### config.mk
export PLATFORM = sky130hd
export DESIGN_NAME = three_bit_updown_monitor_flat
export DESIGN_NICKNAME = d
export VERILOG_FILES = /design/src/rtl/three_bit_updown_monitor_if.sv /design/src/rtl/three_bit_updown_monitor.sv /design/src/flat_wrapper.sv
export SDC_FILE = /design/constraint.sdc
export NUM_CORES = 1
export LEC_CHECK = 0
export CORE_MARGIN = 8
export CORE_UTILIZATION = 30
export DETAILED_ROUTE_END_ITERATION = 6
export PLACE_DENSITY_LB_ADDON = 0.15
export SYNTH_ARGS = -nofsm -noshare
export SYNTH_HDL_FRONTEND = slang
export SYNTH_SLANG_ARGS = --single-unit
### constraint.sdc
create_clock -name clk -period 2.05 [get_ports clk]
set_input_delay 0.205 -clock clk [delete_from_list [all_inputs] [get_ports clk]]
set_output_delay 0.205 -clock clk [all_outputs]
set_load 0.01 [all_outputs]
### src/rtl/three_bit_updown_monitor_if.sv
// ============================================================================
//  three_bit_updown_monitor_if
//  Bundle between a 3-bit up/down counter and its health monitor.
//  Signals:
//    q_in      counter value sampled by the monitor
//    m         counter mode, 0 = up, 1 = down
//    locked    monitor is tracking the counter
//    err       one-cycle pulse on a bad step while locked
//    err_count saturating count of err pulses (ERR_W bits)
//    dir       direction of the last correct step
//    wrap      one-cycle pulse on a correct 7->0 / 0->7 step
//  Modports: master = counter side (drives q_in/m), slave = monitor side.
//  Revision: 1.0  initial release
// ============================================================================
`default_nettype none

interface three_bit_updown_monitor_if #(
  parameter int ERR_W = 4
);
  logic [2:0]       q_in;
  logic             m;
  logic             locked;
  logic             err;
  logic [ERR_W-1:0] err_count;
  logic             dir;
  logic             wrap;

  modport master (
    output q_in, m,
    input  locked, err, err_count, dir, wrap
  );

  modport slave (
    input  q_in, m,
    output locked, err, err_count, dir, wrap
  );
endinterface

`default_nettype wire

### src/rtl/three_bit_updown_monitor.sv
// ============================================================================
//  three_bit_updown_monitor
//  Checks the output stream of a 3-bit synchronous up/down counter. Each
//  sample is compared with the value predicted from the previous sample and
//  the mode captured alongside it; the monitor reports lock, direction,
//  wrap-around and step errors, all registered.
//  Ports:
//    clk  clock, rising edge
//    clr  asynchronous active-low clear
//    mon  slave side of three_bit_updown_monitor_if
//  Parameters:
//    LOCK_CNT  consecutive correct steps needed to lock (1..7)
//    ERR_W     width of err_count
//  Build option:
//    UPDOWN_MON_STALL_EN  when defined, a repeated value is a legal stall
//                         (no error, no progress).
//  Revision: 1.0  initial release
// ============================================================================
`default_nettype none

module three_bit_updown_monitor #(
  parameter int LOCK_CNT = 3,
  parameter int ERR_W    = 4
) (
  input  logic                         clk,
  input  logic                         clr,
  three_bit_updown_monitor_if.slave    mon
);

  typedef enum logic [1:0] {
    ACQ   = 2'd0,
    SYNC  = 2'd1,
    TRACK = 2'd2
  } state_t;

  localparam logic [3:0] LOCK_TGT = 4'(LOCK_CNT);

  state_t           state_q;
  logic [2:0]       q_prev_q;
  logic             m_prev_q;
  logic [2:0]       run_q;
  logic             locked_q;
  logic             err_q;
  logic [ERR_W-1:0] err_count_q;
  logic             dir_q;
  logic             wrap_q;

  logic [2:0]       exp_d;
  logic [3:0]       run_d;
  logic [ERR_W-1:0] err_count_d;
  logic             step_ok;
  logic             wrap_hit;
  logic             stall;

  // Prediction uses the mode captured with the previous sample, so a mode
  // change only affects the step after it is sampled.
  always_comb begin
    exp_d       = m_prev_q ? (q_prev_q - 3'd1) : (q_prev_q + 3'd1);
    step_ok     = (mon.q_in == exp_d);
    wrap_hit    = m_prev_q ? (q_prev_q == 3'd0) : (q_prev_q == 3'd7);
    run_d       = {1'b0, run_q} + 4'd1;
    err_count_d = (err_count_q == {ERR_W{1'b1}}) ? err_count_q
                                                 : err_count_q + ERR_W'(1);
  end

`ifdef UPDOWN_MON_STALL_EN
  // A held value can never equal the prediction, so stall and step_ok are
  // mutually exclusive.
  assign stall = (mon.q_in == q_prev_q);
`else
  assign stall = 1'b0;
`endif

  always_ff @(posedge clk or negedge clr) begin
    if (!clr) begin
      state_q     <= ACQ;
      q_prev_q    <= 3'd0;
      m_prev_q    <= 1'b0;
      run_q       <= 3'd0;
      locked_q    <= 1'b0;
      err_q       <= 1'b0;
      err_count_q <= '0;
      dir_q       <= 1'b0;
      wrap_q      <= 1'b0;
    end else begin
      q_prev_q <= mon.q_in;
      m_prev_q <= mon.m;
      err_q    <= 1'b0;
      wrap_q   <= 1'b0;

      case (state_q)
        ACQ: begin
          run_q   <= 3'd0;
          state_q <= SYNC;
        end

        SYNC: begin
          if (step_ok) begin
            run_q  <= run_d[2:0];
            dir_q  <= m_prev_q;
            wrap_q <= wrap_hit;
            if (run_d == LOCK_TGT) begin
              state_q  <= TRACK;
              locked_q <= 1'b1;
            end
          end else if (!stall) begin
            run_q <= 3'd0;
          end
        end

        TRACK: begin
          if (step_ok) begin
            dir_q  <= m_prev_q;
            wrap_q <= wrap_hit;
          end else if (!stall) begin
            err_q       <= 1'b1;
            err_count_q <= err_count_d;
            locked_q    <= 1'b0;
            run_q       <= 3'd0;
            state_q     <= SYNC;
          end
        end

        default: begin
          state_q <= ACQ;
        end
      endcase
    end
  end

  assign mon.locked    = locked_q;
  assign mon.err       = err_q;
  assign mon.err_count = err_count_q;
  assign mon.dir       = dir_q;
  assign mon.wrap      = wrap_q;

endmodule

`default_nettype wire

### src/flat_wrapper.sv
// flat-port wrapper written by rule: the top's interface ports become plain ports
module three_bit_updown_monitor_flat 
#(
  parameter int LOCK_CNT = 3,
  parameter int ERR_W    = 4
)
  (clk, clr, mon_q_in, mon_m, mon_locked, mon_err, mon_err_count, mon_dir, mon_wrap);
  three_bit_updown_monitor_if #(.ERR_W(ERR_W)) mon_i ();
  input  logic clk;
  input  logic clr;
  input wire logic [$bits(mon_i.q_in)-1:0] mon_q_in;
  input wire logic [$bits(mon_i.m)-1:0] mon_m;
  output wire logic [$bits(mon_i.locked)-1:0] mon_locked;
  output wire logic [$bits(mon_i.err)-1:0] mon_err;
  output wire logic [$bits(mon_i.err_count)-1:0] mon_err_count;
  output wire logic [$bits(mon_i.dir)-1:0] mon_dir;
  output wire logic [$bits(mon_i.wrap)-1:0] mon_wrap;
  assign mon_i.q_in = mon_q_in;
  assign mon_i.m = mon_m;
  assign mon_locked = mon_i.locked;
  assign mon_err = mon_i.err;
  assign mon_err_count = mon_i.err_count;
  assign mon_dir = mon_i.dir;
  assign mon_wrap = mon_i.wrap;
  three_bit_updown_monitor #(.LOCK_CNT(LOCK_CNT), .ERR_W(ERR_W)) u_core (.clk(clk), .clr(clr), .mon(mon_i));
endmodule
==> impl_results.md, run 1 <==
* Syn Nets at around 100
* Final wirelength at 1.90 mm
* CP Capture Type: flip-flop
* Syn avg cell area at approximately 10 um^2
* Worst EP arrival at ~2.2 ns
* DRT iter0 DRCs at 22
* Netlist cell types at 29
* Final Hold Fails at 0
* Max IR drop VDD at between 0.4 and 0.5 mV
* CTS tree: yes
* Synth Instances at 90
* Crit Path Category: reg2reg
* Worst hold path class: in2async
* Worst Skew at 0.00432 ns
* Fraction of registers with async set/reset at 100%
* Clock Path Buffers at 2
* Post-DP HPWL at ~1.4 mm
* Count leader, synth: dfrtp_1
* Synth top area share at 45.9%
* Pin count of the biggest net entering global routing at 18
* DIE AREA at 5130 um^2
* PnR worst setup slack at 0.0457 ns
* Worst hold margin at about 0.23 ns
* Rel. slew slack at 79.5%
* Clk Latency, worst-skew pair at 0.29 ns
* Setup TNS at 0 ns
* Worst slack, placed at around 0.043 ns
* Max-cap violations at 0
* Sequential area share after synthesis at 45.9%
* Max incr delay on CP at 0.54 ns
* Synth-to-layout area growth at 34.1%
* GRT Residual Overflow at 0
* CTS Sinks at 17
* Worst slew pin tran at 0.306 ns
* I/O Buffers at 13
* # rows at 20
* CP max FO at 7
* Startpoint Class: flip-flop
* Nets at approximately 140
* Layout cells sized above 1 at a little over a fifth
* DRT Pass-1 Iters at 4
* Slowest-stage cell, CP: fa_1
* Number of global-route vias before repair at 691
* Clock transition at path regs at 0.10 ns
* Placer congestion estimate at slightly below 0.8
* Final total power at 906 uW
* Wirelength per Cell at 12.4 um
* Max Slew Vio Count at 0
* CTS buffer count at 3
* Power per cell area at about 730 nW/um^2
* Post-DRT Antenna Nets at 0
* Synthesized flop and latch total at 17
* DRC Markers at 0
* Ports at 14
* Setup violations, final at 0
* Fin crit share at 97.8%
* Cell taking the most area after synthesis: dfrtp_1
* Lkg Pwr at 0.562 nW
* Data required, critical path at 2.28 ns
* Post-synth EDFFs at 0
* Cts hold-fix bufs at 0
* Die X at 71.6 um
* Die height at 71.6 um
* Synth Area in Simple Gates at 13.2%
* R2R setup slack at 0.05 ns
* Mapped Area at 927 um^2
* Initial antenna violation count at 0
* Clk root buf: clkbuf_4
* Largest family of logic cells by synthesized area: compound AO/OA/AOI/OAI gates
* Synth Area in XOR/XNOR at 5.67%
* Core footprint at 3000 um^2
* Ant diodes at 0
* Synth Area in Adders at between 10% and 20%
* Gr usage total at 7.77%
* Initial Utilization at 30.9%
* Vias at 756
* CP Cell Sequence: inv_2, fa_1, xor2_1, nand2_1, or2_4, buf_6, o31ai_4, a32o_1
* Compound-gate portion of the synthesized area at 16.2%
* Status: complete, no violations
* Fin crit period at 2.00 ns
* Yosys warning count at 0
* Ranking of synthesized cells by area: dfrtp_1, ha_1, xnor2_1, inv_1, nand2_1
* Vias per cell at 4.94
* Multiplexer area fraction after synthesis at ~2.4%
* Main synth FF type: dfrtp_1
* Synth cell count leaders: dfrtp_1, inv_1, nand2_1
* RSZ-0062 raised after global routing: true
* Htree depth at 1
* First-pass GRT wire length at 3.12 mm
* F_max at 499 MHz
state kept, by name, indices dropped and copies added (netlist names):
name                  count
u_core.m_prev_q           1
u_core.mon.dir            1
u_core.mon.err            1
u_core.mon.err_count      4
u_core.mon.locked         1
u_core.mon.wrap           1
u_core.q_prev_q           3
u_core.run_q              3
u_core.state_q            2
cell usage in the layout, fill, tap and decap left out, types with 4 or more instances in the layout:
master | Yosys | routed
a21oi_1 | 4 | 4
a31oi_1 | 4 | 4
buf_4 | 0 | 14
clkdlybuf4s50_1 | 0 | 13
dfrtp_1 | 17 | 17
ha_1 | 7 | 7
inv_1 | 8 | 7
nand2_1 | 8 | 8
nor2_1 | 6 | 6
o21ai_0 | 5 | 4
xnor2_1 | 4 | 4
cell families (layout without fill, tap and decap cells):
logic type | Yosys count | after routing
multiplexers | 2 | 2
XOR/XNOR | 6 | 6
adder cells (fa/ha/maj) | 8 | 8
flip-flops | 17 | 17
AND/OR/NAND/NOR | 25 | 25
AO/OA/AOI/OAI | 22 | 22
buffers and inverters | 10 | 40
final timing paths:
kind / startpoint / endpoint / cells past startpoint
max in group asynchronous: clr / u_core.run_q[0] / 2
min: clr / u_core.mon.err_count[0] / 2
max reg2reg: u_core.m_prev_q / u_core.state_q[1] / 8
min in group clk: mon_m / u_core.m_prev_q / 1
max: u_core.m_prev_q / u_core.state_q[1] / 8
min reg2reg: u_core.mon.dir / u_core.mon.dir / 1
power by group:
part / internal [mW] / switching [mW]
logic: 0.174 / 0.144
clock network: 0.0725 / 0.107
registers: 0.376 / 0.0329
total: 0.622 / 0.284
layer usage:
layer / global-route usage (%) / up-vias / wire [um] / share of wire (%)
met4: 2.72 / 0 / 20 / 1.1
met5: 0 / - / 0 / 0
li1: - / 379 / - / -
met2: 13.0 / 14 / 1010 / 53
met1: 8.36 / 361 / 800 / 42
met3: 3.77 / 2 / 74 / 3.9
cell type report:
type | instances | area, um^2
clock inverters | 1 | 5.00
well taps | 33 | 41.3
clock buffers | 3 | 22.5
multi-input cells | 63 | 473
inverters | 8 | 30.0
fillers | 303 | 1760
repair buffers | 28 | 246
flip-flops and latches | 17 | 425
critical path, delay by kind of cell, from the launching register on:
kind	cells	cell delay, ns
adders and majority gates	1	0.54
AOI/OAI and AO/OA	2	0.34
DFF	1	0.38
buffers and inverters	2	0.19
xor gates and xnor gates	1	0.13
and+or+nand+nor	2	0.37
metrics by stage:
step | cell area, um^2 | std cells | utilization (%)
after global placement | 1180 | 147 | 39.3
after detailed placement | 1180 | 147 | 39.3
after global routing | 1240 | 153 | 41.4
after floorplan | 927 | 90 | -
final | 1240 | 153 | 41.4
after CTS | 1210 | 151 | 40.2
repair_timing:
action	4_1_cts	5_1_grt
setup endpoints to repair	0	7
gates resized for setup	0	6
setup buffers	0	2
No activity file was read; power rests on OpenSTA's default activity.
==> inputs of run 2 (changes only) <==
--- a/config.mk
+++ b/config.mk
@@ -7,6 +7,7 @@
 export LEC_CHECK = 0
 export CORE_MARGIN = 8
 export CORE_UTILIZATION = 30
+export CTS_CLUSTER_SIZE = 16
 export DETAILED_ROUTE_END_ITERATION = 6
 export PLACE_DENSITY_LB_ADDON = 0.15
 export SYNTH_ARGS = -nofsm -noshare
==> constraint.sdc (replaced) <==
create_clock -name clk -period 1.8 [get_ports clk]
set_input_delay 0.18 -clock clk [delete_from_list [all_inputs] [get_ports clk]]
set_output_delay 0.18 -clock clk [all_outputs]
set_load 0.01 [all_outputs]
==> run 2 against run 1 <==
  * The run now ends with negative setup slack left
  * Combinational power increased by 20%
  * Die area unchanged
  * Register-to-register slack got worse by 0.24 ns
  * Global-route usage increased by 0.42 points
  * Largest power group unchanged
==> impl_results.md, run 2 (synthesis results as in run 1) <==
* Clock transition at path regs at about 0.1 ns
* Final Hold Fails at 0
* Post-DRT Antenna Nets at 0
* First-pass GRT wire length at about 3.3 mm
* Gr usage total at 8.19%
* Die X at 71.6 um
* Ant diodes at 0
* Number of global-route vias before repair at 725
* I/O Buffers at 13
* Startpoint Class: flip-flop
* Vias per cell at 4.89
* Worst EP arrival at 2.21 ns
* DRT Pass-1 Iters at 4
* Status: finished, violations left
* CTS buffer count at 3
* PnR worst setup slack at -0.197 ns
* CP Capture Type: flip-flop
* Pint at ~720 uW
* Lkg Pwr at 0.566 nW
* Uppermost layer routed: met4
* Initial Utilization at 30.9%
* Htree depth at 1
* Worst slack, placed at -0.197 ns
* Vias at 743
* Max IR drop VDD at approximately 0.46 mV
* GRT Residual Overflow at 0
* Worst Skew at 0.00115 ns
* Design area at 1280 um^2
* Post-DP HPWL at 1.47 mm
* Max-cap violations at 0
* Ports at 14
* Pin count of the biggest net entering global routing at 18
* Worst hold path class: in2async
* WL met2 at just over 1 mm
* Synth-to-layout area growth at 37.8%
* Data required, critical path at between 2 and 2.5 ns
* CTS tree: yes
* Final wirelength at 2.00 mm
* CP max FO at 7
* Die height at between 70 and 80 um
* Comb power frac at 36.3%
* DRC Markers at 0
* Crit Path Category: reg2reg
* Sw power at 338 uW
* Commonest non-fill, non-tap cell in the layout: dfrtp_1
* Violated checks: negative setup slack
* Clock Power Share at just under 20%
* Rel. slew slack at 81.1%
* Number of fill cells at 302
* RSZ-0062 raised after global routing: true
* Worst slew pin tran at 0.284 ns
* Nets at roughly 130
* Fin crit period at 2.00 ns
* Wirelength per Cell at around 13 um
* Core footprint at 3000 um^2
* F_max at roughly 500 MHz
* Largest register FFs at 4
* Final total power at 1.05 mW
* Commonest non-fill, non-tap cells in the layout: dfrtp_1, clkdlybuf4s50_1, buf_4
* Layout cells sized above 1 at between 20% and 30%
* Power per cell area at 825 nW/um^2
* Clock Path Buffers at 2
* Sw frac at between 30% and 40%
* # rows at 20
* Setup violations, final at 11
* Seq pwr share at between 40 and 50%
* Clk Latency, worst-skew pair at 0.29 ns
* CTS Sinks at 17
* Fin crit share at 111%
* Met1 Wirelength at 884 um
* Dpl cell area at 1180 um^2
* Clk root buf: clkbuf_4
* Setup TNS at -1.32 ns
* DIE AREA at 5130 um^2
* Max Slew Vio Count at 0
* WL met3 at 77 um
* DRT iter0 DRCs at 26
* Placer congestion estimate at 0.766
* Cts hold-fix bufs at 0
* Initial antenna violation count at 0
## run 2: cell count changes in the layout (fill, tap and decap cells not counted), sizes merged
cell and change:
buf -1
## run 2: power by group through the flow
stage	clock (mW)	sequential [mW]	combinational, mW
2_1_floorplan	0	0.480	0.203
4_1_cts	0.223	0.466	0.360
3_3_place_gp	0	0.472	0.354
5_1_grt	0.239	0.473	0.423
6_report	0.207	0.465	0.383
3_5_place_dp	0	0.473	0.356
## run 2: stage by stage
stage | instances | utilization, % | hold WS (ns)
after CTS | 151 | 40.5 | 0.186
after floorplan | 90 | - | -0.116
after global placement | 146 | 39.2 | 0.498
after global routing | 152 | 42.5 | 0.204
final | 152 | 42.5 | 0.198
after detailed placement | 146 | 39.2 | 0.498
## run 2: routing by layer
layer  vias to the layer above  track usage, %
met2                         9            12.7
met3                         4            3.21
met1                       353            9.88
met5                         -               0
li1                        377               -
met4                         0            3.40
## run 2: critical path, stage by stage (launching register included)
cell and delay [ns]:
dfrtp_1 0.37, inv_2 0.05, fa_1 0.55, xor2_1 0.14, nand2_1 0.10, or2_4 0.28
o31a_1 0.31, o221ai_2 0.13
## run 2: final timing paths
path                                    startpoint                 to  slack (ns)  depth (start not counted)
worst max-delay path            u_core.q_prev_q[1]  u_core.state_q[0]       -0.20                          7
worst max register to register  u_core.q_prev_q[1]  u_core.state_q[0]       -0.20                          7
worst min-delay path                           clr    u_core.mon.wrap        0.20                          2
worst min register to register      u_core.mon.dir     u_core.mon.dir        0.52                          1
max in group asynchronous                      clr  u_core.state_q[0]        1.41                          2
min in group clk                             mon_m    u_core.m_prev_q        0.31                          1
## run 2: what timing repair did
| item | in CTS | in global routing |
|---|---|---|
| setup endpoints to repair | 13 | 13 |
| gates resized for setup | 4 | 10 |
| setup buffers | 1 | 1 |
| pin swaps | 1 | 2 |
| hold endpoints to repair | 0 | 0 |
## run 2: cell type report
type / instances / area, um^2 / share of cell area [%]
Clock buffer: 3 / 22.5 / 1.76
Clock inverter: 1 / 5.00 / 0.392
Inverter: 8 / 30.0 / 2.35
Multi-Input combinational cell: 63 / 507 / 39.7
Sequential cell: 17 / 425 / 33.3
Tap cell: 33 / 41.3 / 3.23
Timing Repair Buffer: 27 / 246 / 19.3
